==> config.mk <==
export PLATFORM = sky130hd
export DESIGN_NAME = fdce_bank_arbiter
export DESIGN_NICKNAME = d
export VERILOG_FILES = /design/src/rtl/fdce_bank_arbiter.sv
export SDC_FILE = /design/constraint.sdc
export NUM_CORES = 1
export LEC_CHECK = 0
export ABC_AREA = 1
export ABC_CLOCK_PERIOD_IN_PS = 1650
export BUFFER_PORTS_ARGS = -buffer_cell sky130_fd_sc_hd__buf_2
export CAP_MARGIN = 20
export CELL_PAD_IN_SITES_DETAIL_PLACEMENT = 0
export CELL_PAD_IN_SITES_GLOBAL_PLACEMENT = 1
export CORE_MARGIN = 2
export CORE_UTILIZATION = 30
export DETAILED_ROUTE_END_ITERATION = 16
export GPL_ROUTABILITY_DRIVEN = 0
export PLACE_DENSITY_LB_ADDON = 0.1
export RECOVER_POWER = 100
export REMOVE_ABC_BUFFERS = 1
export SLEW_MARGIN = 5
export SYNTH_ARGS = -nofsm -noshare
export SYNTH_HDL_FRONTEND = slang
export SYNTH_SLANG_ARGS = --single-unit
==> constraint.sdc <==
create_clock -name C -period 1.65 [get_ports C]
set_input_delay 0.165 -clock C [delete_from_list [all_inputs] [get_ports C]]
set_output_delay 0.165 -clock C [all_outputs]
set_load 0.01 [all_outputs]
==> src/rtl/fdce_bank_arbiter.sv <==
// Round-robin write arbiter for a shared FDCE register bank: serializes requester writes
// onto the bank's CE/D pins and returns a one-cycle acknowledge to each winner.
module fdce_bank_arbiter #(
    parameter int N           = 4,
    parameter int W           = 8,
    parameter int HOLD_CYCLES = 2
) (
    input  logic             C,
    input  logic             CLR,
    input  logic [N-1:0]     req,
    input  logic [N*W-1:0]   wdata,
    output logic [N-1:0]     gnt,
    output logic [N-1:0]     ack,
    output logic             bank_ce,
    output logic [W-1:0]     bank_d,
    output logic             busy
);

    localparam int              PW        = (N > 1) ? $clog2(N) : 1;
    localparam logic [PW-1:0]   LAST_IDX  = PW'(N - 1);
    localparam logic [3:0]      HOLD_LOAD = (HOLD_CYCLES > 0) ? 4'(HOLD_CYCLES - 1) : 4'd0;
    localparam logic [N-1:0]    ONE_N     = {{(N-1){1'b0}}, 1'b1};

    typedef enum logic [1:0] {
        ST_IDLE  = 2'd0,
        ST_WRITE = 2'd1,
        ST_HOLD  = 2'd2
    } state_t;

    state_t          state_q, state_d;
    logic [PW-1:0]   ptr_q, ptr_d;
    logic [PW-1:0]   win_q, win_d;
    logic [3:0]      cnt_q, cnt_d;
    logic [N-1:0]    gnt_q, gnt_d;
    logic [N-1:0]    ack_q, ack_d;
    logic            bank_ce_q, bank_ce_d;
    logic [W-1:0]    bank_d_q, bank_d_d;
    logic            busy_q, busy_d;
    logic [PW-1:0]   winner_s;

    // Scan downward so the lowest offset from the pointer is written last and wins.
    function automatic logic [PW-1:0] rr_pick(input logic [N-1:0] r, input logic [PW-1:0] p);
        logic [PW-1:0] pick;
        int            idx;
        pick = p;
        for (int k = N - 1; k >= 0; k--) begin
            idx  = int'(p) + k;
            idx  = (idx >= N) ? (idx - N) : idx;
            pick = r[idx[PW-1:0]] ? idx[PW-1:0] : pick;
        end
        return pick;
    endfunction

    // Round-robin winner selection from the current pointer.
    always_comb begin
        winner_s = rr_pick(req, ptr_q);
    end

    // Next-state and next-output computation for the IDLE/WRITE/HOLD sequencer.
    always_comb begin
        state_d   = state_q;
        ptr_d     = ptr_q;
        win_d     = win_q;
        cnt_d     = cnt_q;
        gnt_d     = '0;
        ack_d     = '0;
        bank_ce_d = 1'b0;
        bank_d_d  = bank_d_q;
        case (state_q)
            ST_IDLE: begin
                if (|req) begin
                    state_d   = ST_WRITE;
                    win_d     = winner_s;
                    gnt_d     = ONE_N << winner_s;
                    bank_ce_d = 1'b1;
                    bank_d_d  = wdata[winner_s*W +: W];
                    ptr_d     = (winner_s == LAST_IDX) ? '0 : (winner_s + PW'(1));
                end else begin
                    state_d = ST_IDLE;
                end
            end
            ST_WRITE: begin
                ack_d = ONE_N << win_q;
                if (HOLD_CYCLES > 0) begin
                    state_d = ST_HOLD;
                    cnt_d   = HOLD_LOAD;
                end else begin
                    state_d = ST_IDLE;
                end
            end
            ST_HOLD: begin
                if (cnt_q == 4'd0) begin
                    state_d = ST_IDLE;
                end else begin
                    cnt_d = cnt_q - 4'd1;
                end
            end
            default: begin
                state_d = ST_IDLE;
            end
        endcase
        busy_d = (state_d != ST_IDLE);
    end

    // State and registered outputs; CLR wins over everything, including a WRITE in flight.
    always_ff @(posedge C) begin
        if (CLR) begin
            state_q   <= ST_IDLE;
            ptr_q     <= '0;
            win_q     <= '0;
            cnt_q     <= 4'd0;
            gnt_q     <= '0;
            ack_q     <= '0;
            bank_ce_q <= 1'b0;
            bank_d_q  <= '0;
            busy_q    <= 1'b0;
        end else begin
            state_q   <= state_d;
            ptr_q     <= ptr_d;
            win_q     <= win_d;
            cnt_q     <= cnt_d;
            gnt_q     <= gnt_d;
            ack_q     <= ack_d;
            bank_ce_q <= bank_ce_d;
            bank_d_q  <= bank_d_d;
            busy_q    <= busy_d;
        end
    end

    assign gnt     = gnt_q;
    assign ack     = ack_q;
    assign bank_ce = bank_ce_q;
    assign bank_d  = bank_d_q;
    assign busy    = busy_q;

endmodule

Yosys cells after proc, flatten, opt, wreduce, memory -nomap -nowiden
Index checks and enable logic that the tools add are counted.

Add/sub/neg operators: 9. Magnitude comparators: 8. Eq/ne operators: 4. Shifts and indexed selects: 3. Multiplexer cells: 23. Bitwise operators: 3. Reductions and logical operators: 10.

Operators by type and width (count): variable part select 32 x 6 -> 8 bit (1); two-way mux 2 bit (10); < comparator 2 x 3 -> 1 bit, second input constant (4); >= comparator 3 bit, second input constant (3); binary-select mux 1 bit (select 2 bit) (4); case mux 4 bit (2 select lines) (1); << shifter 1 x 2 -> 4 bit, first input constant (2); subtractor 2 x 1 -> 2 bit, second input constant (4); adder 2 x 2 -> 3 bit, second input constant (2); two-way mux 1 bit (6); case mux 2 bit (3 select lines) (1); equality test 2 bit, second input constant (2); logical NOT 4 bit (1); two-way mux 4 bit (1); AND reduction 2 bit (2); nonzero test 2 bit (2); OR reduction 2 bit (2); OR reduction 4 bit (1); subtractor 4 x 1 -> 4 bit, second input constant (1); adder 2 x 1 -> 3 bit, second input constant (1); >= comparator 2 x 3 -> 1 bit, second input constant (1); inverter 1 bit (3); OR reduction 3 bit (1); adder 2 x 1 -> 2 bit, second input constant (1); other kinds (3) (3).

Bits in registers: 28. Input port bits: 38. Output and inout port bits: 18. Logic and storage cells: 69.

Depth between registers and ports, before layout
Gate-level depths: netlist (run 1).

Depth in word-level cells: 11. Gate-level depth with buffers: 18. Gate-level depth less buffers: 17.

Least setup slack after synthesis (run 1)
Ideal clock, no wire load.

Path type: register -> register. Start point: reg ptr_q[0]. End point: reg ptr_q[1]. Arrival time: 1609 ps. Required time: 1528 ps. Setup slack: -81 ps. Stages on the path, launching flop included: 16. Cells stage by stage: dfxtp_1 -> buf_6 -> inv_8 -> nand2_1 -> nand2_1 -> nand2_1 -> nand2_1 -> nand2_2 -> nand2_4 -> nand2_2 -> nand2_4 -> nand2_4 -> buf_6 -> ha_1 -> nand2_1 -> o21ai_0.

Cells in the longest elaborated chain, start to end: 11.

RTL lines: from (decl) (RTL line 31) `logic [PW-1:0] ptr_q, ptr_d;`; from (signal assigned) (RTL line 119) `ptr_q <= ptr_d;`; adder 2 x 2 -> 3 bit (RTL line 47) `idx = int'(p) + k;`; >= comparator 3 bit or subtractor 2 x 1 -> 2 bit (tied branches) (RTL line 48) `idx = (idx >= N) ? (idx - N) : idx;`; two-way mux 2 bit (RTL line 48); binary-select mux 1 bit (select 2 bit) (RTL line 49) `pick = r[idx[PW-1:0]] ? idx[PW-1:0] : pick;`; two-way mux 1 bit (implied by the code) (RTL line 49); two-way mux 2 bit (3 in series) (RTL line 49); two-way mux 2 bit (*) (RTL line 49); via winner_s[0] (RTL line 39) `logic [PW-1:0] winner_s;`; adder 2 x 1 -> 2 bit or equality test 2 bit (tied branches) (RTL line 77) `ptr_d = (winner_s == LAST_IDX) ? '0 : (winner_s + PW'(1));`; two-way mux 2 bit (*) (RTL line 77).

The timed path passes the listed nets; every way through them passes the cells marked *. The select of a mux whose other input is x is not followed. A chain may end at the register's enable or synchronous reset.

Worst setup path in the final report (run 1)
Start point: reg ptr_q[0]. End point: reg bank_d_q[2] (netlist: bank_d[2]).

Cells in the longest elaborated chain, start to end: 10.

RTL lines: adder 2 x 2 -> 3 bit (RTL line 47); >= comparator 3 bit or subtractor 2 x 1 -> 2 bit (tied branches) (RTL line 48); two-way mux 2 bit (RTL line 48); binary-select mux 1 bit (select 2 bit) (RTL line 49); two-way mux 1 bit (implied by the code) (RTL line 49); two-way mux 2 bit (3 in series) (RTL line 49); two-way mux 2 bit (*) (RTL line 49); variable part select 32 x 6 -> 8 bit (*) (RTL line 76) `bank_d_d = wdata[winner_s*W +: W];`; to (signal assigned) (RTL line 125) `bank_d_q <= bank_d_d;`; to (decl) (RTL line 37) `logic [W-1:0] bank_d_q, bank_d_d;`.

Mark *: on every way between the ends. The rest lies on a longest branch, timed or not. The select of a mux whose other input is x is not followed.

==> results_dict.tcl, run 1 <==
set metrics [dict create \
    status "completed" \
    die_w_um 75.1 \
    worst-endpoint-arrival_ns 1.79 \
    drc 0 \
    die_h_um 75.1 \
    postCtsHoldBufs 0 \
    tritoncts_clock_tree "done" \
    timing.max_slew.rel_slack_pct 71.8 \
    cell_area_after_layout_um2 2220 \
    synth_seq_cells 28 \
    pwr_density_nw_per_um2 1700 \
    dpl.cell_count 362 \
    timing.reg2reg.worst_path_depth 15 \
    dr.first_iter.drc_count 65 \
    max_freq_mhz 620 \
    grt_pass1_vias 1426 \
    seq_power_share_pct 26.4 \
    synth.yosys.seq_area_share_pct 36.9 \
    yosys_warnings 0 \
    type_of_the_worst_min_delay_path "in -> reg" \
    yosys.cell_types.count 26 \
    setup_slack_ns 0.0381 \
    critical_path.max_fanout 8 \
    dp_hpwl_mm 2.96 \
    setup.reg_to_reg.worst_slack_ns 0.04 \
    num_io_pins 56 \
    pwr-share-clk_pct 11.3 \
    routed_wire_length_per_instance_um 10.6 \
    critical_path_start "ptr_q[0]$_SDFFE_PP0N_" \
    htree_levels 1 \
    hold-worst-slack_ns 0.114 \
    max_cap_violations 0 \
    clock_tree_buf_depth 2 \
    internal-power_w 0.00207 \
    cp_cell_sequence "inv_8 -> nand2_2 -> nand2_2 -> nand2_2 -> nand2_2 -> nand2_2 -> nand2_4 -> nand2_4 -> nand2_4 -> nand2_8 -> buf_6 -> nand3_2 -> nand2_2 -> nor2_1 -> nand2_1" \
    grt_max_degree 16 \
    start_util_pct 31.7 \
    layout_stage_area_growth_over_the_synthesis_result_pct 46.2 \
    diodes 0 \
    syn_avg_cell_area_um2 6.72 \
    grt.overflow.total 0 \
    finalClockSkew_ns 0.00248 \
    critical-path-top-cell-by-count "sky130_fd_sc_hd__nand2_2" \
    synthesis.instances 226 \
    power.static_leakage_nw 1.10 \
    synth_area_um2 1520 \
    ctsRootBufferMaster "sky130_fd_sc_hd__clkbuf_8" \
    report.final.hold_viol_count 0 \
    cts.sink_count 28 \
    buffer_ports.inserted 55 \
    end_kind "flip-flop" \
    rsz0062_at_grt "true" \
    clk_pin_slew_ns 0.10 \
    layout.nets 344 \
    route.vias.total 1594 \
    worst_skew_pair.late_latency_ns 0.27 \
    timing.critical_path.slowest_stage_cell "sky130_fd_sc_hd__dfxtp_4" \
    pre_cts_ws_ns -0.0526 \
    r2r-start "ptr_q[0]$_SDFFE_PP0N_" \
    crit_end "bank_d[2]$_SDFFE_PP0N_" \
    placed_cell_area_um2 2000 \
    timing.final.crit_period_ns 1.61 \
    cts_made_buffers 3 \
    grt.met2_usage_pct 22.7 \
    grtUsageMet3_pct 3.35 \
    grt_first_pass_wirelength_mm 6.24 \
    via_per_inst 4.32 \
    proportion_of_layout_cells_with_a_drive_suffix_above_1_pct 38.4 \
    grt_util_met1_pct 19.3 \
    worstSetupStartpointType "flip-flop" \
    report.final.setup_viol 0 \
    r2r_end "bank_d[2]$_SDFFE_PP0N_" \
    global_route.peak_usage_layer "met2" \
    antenna_found_initial 0 \
    die-area_um2 5640 \
    drv_slew 0 \
    timing.final.crit_share_pct 97.7 \
    required_time_reported_for_the_critical_path_endpoint_ns 1.82 \
    drtPass1Iterations 4 \
    crit_path_max_incr_delay_ns 0.40 \
    grt_util_all_layers_pct 14.3 \
    criticalPathCategory "reg -> reg" \
    final-instance-count-excl-fill 369 \
    drt-total-wl_mm 3.92 \
    fp-row-count 25 \
    placeableCoreArea_um2 4790 \
    measured_slew_at_the_worst_slew_check_pin_ns 0.421 \
    share_comb_of_total_power_pct 62.3 \
    total_switching_power_w 0.00170 \
    antenna_violating_nets_post_route 0 \
    irDropWorstVdd_mv 0.733 \
    sw_frac_of_total_pct 45.1 \
]
[state kept, by name, summed over array words and instances, names as in the netlist]
| name | cells |
|---|---|
| ack | 4 |
| bank_ce | 1 |
| busy | 1 |
| ptr_q | 2 |
| gnt | 4 |
| win_q | 2 |
| state_q | 2 |
| cnt_q | 4 |
| bank_d | 8 |
[cell usage in the layout, fill, tap and decap left out, drive strengths merged]
cell and n:
or2 1, a21oi 3, inv 37, nor2 21, nand2 80, o21a 1, o22ai 1, a211oi 1
o21ai 4, dfxtp 28, and2 1, nand3 38, ha 3, clkbuf 24, o31ai 1, clkinv 1
nand4 3, buf 53, xor2 1
[per-layer routing]
metal | part of all wire, % | up-vias
met3 | 4.7 | 2
met2 | 47 | 35
met1 | 48 | 704
li1 | - | 853
met4 | 0.64 | 0
met5 | 0 | -
[power groups by stage]
stage               registers [W]  logic (W)  clock network, W
finish                   0.000994    0.00234          0.000427
global route              0.00102    0.00260          0.000489
CTS                      0.000979    0.00215          0.000451
detailed placement       0.000959    0.00204                 0
global placement         0.000962    0.00204                 0
floorplan                 0.00104    0.00114                 0
[repair_timing]
item                       CTS  global route
resized for setup            9            44
setup endpoints to repair   10            13
setup buffers                2             1
gates cloned                 1             0
pin swaps                    8            21
[area by class of cell]
| class | count | area [um2] |
|---|---|---|
| fill | 525 | 2570 |
| tap | 67 | 83.8 |
| multi-input combinational | 159 | 952 |
| inverter | 38 | 160 |
| timing repair buffer | 73 | 400 |
| clock buffer | 4 | 55.1 |
| sequential | 28 | 568 |
[synth_stat cells (all sizes together)]
master	count	area (um2)
nand2	80	343
nand3	38	208
inv	37	149
dfxtp	28	561
nor2	20	90.1
o21ai	4	20.0
a21oi	3	15.0
ha	3	37.5
nand4	3	18.8
buf	2	22.5
a211oi	1	7.51
and2	1	6.26
clkinv	1	3.75
o21a	1	7.51
o22ai	1	6.26
o31ai	1	7.51
or2	1	6.26
xor2	1	8.76
[per-stage QoR]
stage          total power [W]  setup TNS, ns  util [%]
6_report               0.00377              0      46.4
5_1_grt                0.00411         -0.651      46.4
4_1_cts                0.00358              0      43.7
3_5_place_dp           0.00300         -0.210      41.8
3_3_place_gp           0.00300         -0.259      41.8
2_1_floorplan          0.00218         -0.807         -
[worst max-delay path: cells and delay by family (launching register included)]
| kind | cells | cell delay (ns) |
|---|---|---|
| and+or+nand+nor | 13 | 0.86 |
| DFF | 1 | 0.40 |
| buffers and inverters | 2 | 0.24 |
[logic make-up (layout without fill, tap and decap cells)]
kind of cell / Yosys count / count (layout) / synth area share, %
adders and majority gates: 3 / 3 / 2.47
AOI/OAI and AO/OA: 11 / 11 / 4.21
buffers and inverters: 40 / 115 / 11.5
and+or+nand+nor: 143 / 144 / 44.3
xor gates and xnor gates: 1 / 1 / 0.577
DFF: 28 / 28 / 36.9
[worst min-delay path by stage]
stage                     startpoint                    end  slack, ns  cells past startpoint
after floorplan                  CLR  cnt_q[1]$_SDFFE_PP0P_       0.23                      1
after global placement           CLR  cnt_q[1]$_SDFFE_PP0P_       0.41                      2
after detailed placement         CLR  cnt_q[1]$_SDFFE_PP0P_       0.41                      2
after CTS                        CLR  cnt_q[1]$_SDFFE_PP0P_       0.11                      2
after global routing             CLR  cnt_q[1]$_SDFFE_PP0P_       0.10                      2
final                            CLR  cnt_q[1]$_SDFFE_PP0P_       0.11                      2
Note: power is estimated with default switching activity, not from simulation.
==> run 2, diff against run 1 <==
ABC_CLOCK_PERIOD_IN_PS = 1400   (was 1650)
clock period = 1.4 ns   (was 1.65 ns; I/O delays follow)
==> run 2 against run 1 <==
Against the previous run:
- the flow now finishes with violations (negative setup slack)
- clock-buffer cell count is 1 lower
- critical endpoint is now bank_d[7]$_SDFFE_PP0N_
- critical path type unchanged
- combinational power is 21% higher
- power is 23% higher
- maximum frequency is 0.39% higher
- critical path depth stayed put
==> results_dict.tcl, run 2 (same netlist as run 1, synthesis figures left out) <==
set metrics [dict create \
    status "complete, but fails checks" \
    failed_checks "negative setup slack" \
    grt_max_degree 17 \
    drtPass1Iterations 4 \
    die-area_um2 5640 \
    post_route_setup_tns_ns -2.00 \
    report.final.setup_viol 15 \
    cp_cell_sequence "inv_8 -> nand2_2 -> nand2_2 -> nand2_2 -> nand2_2 -> nand2_2 -> nand2_4 -> nand2_4 -> nand2_4 -> nand2_8 -> buf_8 -> nand2_2 -> nand3_2 -> nand3_2 -> nand2_1" \
    num_io_pins 56 \
    dpl.cell_count 371 \
    timing.max_slew.rel_slack_pct 79.8 \
    routed_wire_length_per_instance_um 10.7 \
    report.final.hold_viol_count 0 \
    most_used_cells_in_the_layout_excluding_fill_and_tap_cells "sky130_fd_sc_hd__nand2_1, sky130_fd_sc_hd__buf_2, sky130_fd_sc_hd__inv_1, sky130_fd_sc_hd__nand3_1, sky130_fd_sc_hd__dfxtp_1" \
    grt_pass1_vias 1484 \
    clk_pin_slew_ns 0.10 \
    most_frequent_standard_cell_in_the_layout_excluding_fill_and_tap_cells "sky130_fd_sc_hd__nand2_1" \
    type_of_the_worst_min_delay_path "in -> reg" \
    pwr-share-clk_pct 14.0 \
    placed_cell_area_um2 2050 \
    drc 0 \
    num-fill-cells 517 \
    worst_skew_pair.late_latency_ns 0.28 \
    route.vias.total 1612 \
    ctsRootBufferMaster "sky130_fd_sc_hd__clkbuf_8" \
    proportion_of_layout_cells_with_a_drive_suffix_above_1_pct 39.4 \
    clock_tree_buf_depth 2 \
    criticalPathCategory "reg -> reg" \
    worst-endpoint-arrival_ns 1.79 \
    dr.first_iter.drc_count 52 \
    via_per_inst 4.28 \
    setup_slack_ns -0.206 \
    start_util_pct 31.7 \
    worstSetupStartpointType "flip-flop" \
    timing.critical_path.slowest_stage_cell "sky130_fd_sc_hd__dfxtp_4" \
    power.static_leakage_nw 1.16 \
    share_comb_of_total_power_pct 61.0 \
    cts.sink_count 28 \
    required_time_reported_for_the_critical_path_endpoint_ns 1.58 \
    buffer_ports.inserted 55 \
    grt_first_pass_wirelength_mm 6.28 \
    pwr_density_nw_per_um2 2030 \
    cell_area_after_layout_um2 2290 \
    placeableCoreArea_um2 4790 \
    diodes 0 \
    critical-path-top-cell-by-count "sky130_fd_sc_hd__nand2_2" \
    timing.final.crit_period_ns 1.61 \
    max_cap_violations 0 \
    grt_util_all_layers_pct 14.5 \
    critical_path.max_fanout 8 \
    total_switching_power_w 0.00203 \
    final-instance-count-excl-fill 377 \
    drv_slew 0 \
    final_design_utilization_pct 47.8 \
    crit_path_max_incr_delay_ns 0.40 \
    irDropWorstVdd_mv 0.825 \
    antenna_found_initial 0 \
    internal-power_w 0.00261 \
    grt.overflow.total 0 \
    finalClockSkew_ns 0.00168 \
    dp_hpwl_mm 3.05 \
    cts_made_buffers 3 \
    antenna_violating_nets_post_route 0 \
    htree_levels 1 \
    flip_flop_count_of_the_largest_register_all_copies_and_words_added 8 \
    die_h_um 75.1 \
    sw_frac_of_total_pct 43.8 \
    timing.final.crit_share_pct 115 \
    max_freq_mhz 623 \
    layout.nets 352 \
    drt-total-wl_mm 4.03 \
    pre_cts_ws_ns -0.323 \
    end_kind "flip-flop" \
    tritoncts_clock_tree "done" \
    layout_stage_area_growth_over_the_synthesis_result_pct 50.7 \
    measured_slew_at_the_worst_slew_check_pin_ns 0.301 \
    fp-row-count 25 \
    die_w_um 75.1 \
    rsz0062_at_grt "true" \
    seq_power_share_pct 25.0 \
]
-- run 2: final timing paths --
check,from,end,slack [ns],cells after the start
setup / recovery,ptr_q[0]$_SDFFE_PP0N_,bank_d[7]$_SDFFE_PP0N_,-0.21,15
hold / removal,wdata[8],bank_d[0]$_SDFFE_PP0N_,0.12,5
setup reg to reg,ptr_q[0]$_SDFFE_PP0N_,bank_d[7]$_SDFFE_PP0N_,-0.21,15
hold reg to reg,win_q[0]$_SDFFE_PP0N_,ack[0]$_SDFF_PP0_,0.46,1
-- run 2: power by group through the flow --
stage               Sequential [W]  Clock [W]  Combinational [W]
floorplan                  0.00123          0            0.00134
CTS                        0.00116   0.000676            0.00270
detailed placement         0.00113          0            0.00239
global route               0.00118   0.000698            0.00315
finish                     0.00116   0.000650            0.00284
global placement           0.00113          0            0.00240
-- run 2: area by class of cell --
cell class	instances	area [um2]	share of cell area [%]
clock inverters	1	30.0	1.31
repair buffers	82	463	20.2
inverters	38	163	7.11
multi-input cells	158	938	41.0
flip-flops and latches	28	568	24.8
well taps	67	83.8	3.67
clock buffers	3	41.3	1.81
-- run 2: timing repair --
action                                  CTS  global route
setup buffers                             1             2
endpoints found under the hold margin     0             0
pin swaps                                18            15
resized for setup                        39            18
endpoints found under the setup margin   16            18
hold buffers                              0             0
cloned                                    0             0
-- run 2: metrics by stage --
stage / power (W) / hold slack (ns)
CTS: 0.00454 / 0.116
finish: 0.00465 / 0.123
global route: 0.00503 / 0.132
global placement: 0.00353 / 0.421
floorplan: 0.00257 / 0.209
detailed placement: 0.00352 / 0.420
-- run 2: routing by layer --
metal  up-vias  GRT usage (%)  wire [um]
li1        874              -          -
met1       694           18.7       1870
met2        39           24.3       1900
met3         5           2.81        206
met4         0           4.76         55
met5         -              0          0
-- run 2: worst max-delay path: cells and delay by family, from the launching register on --
kind / cells / cell delay (ns)
buffers and inverters: 2 / 0.24
and+or+nand+nor: 13 / 0.86
DFF: 1 / 0.40
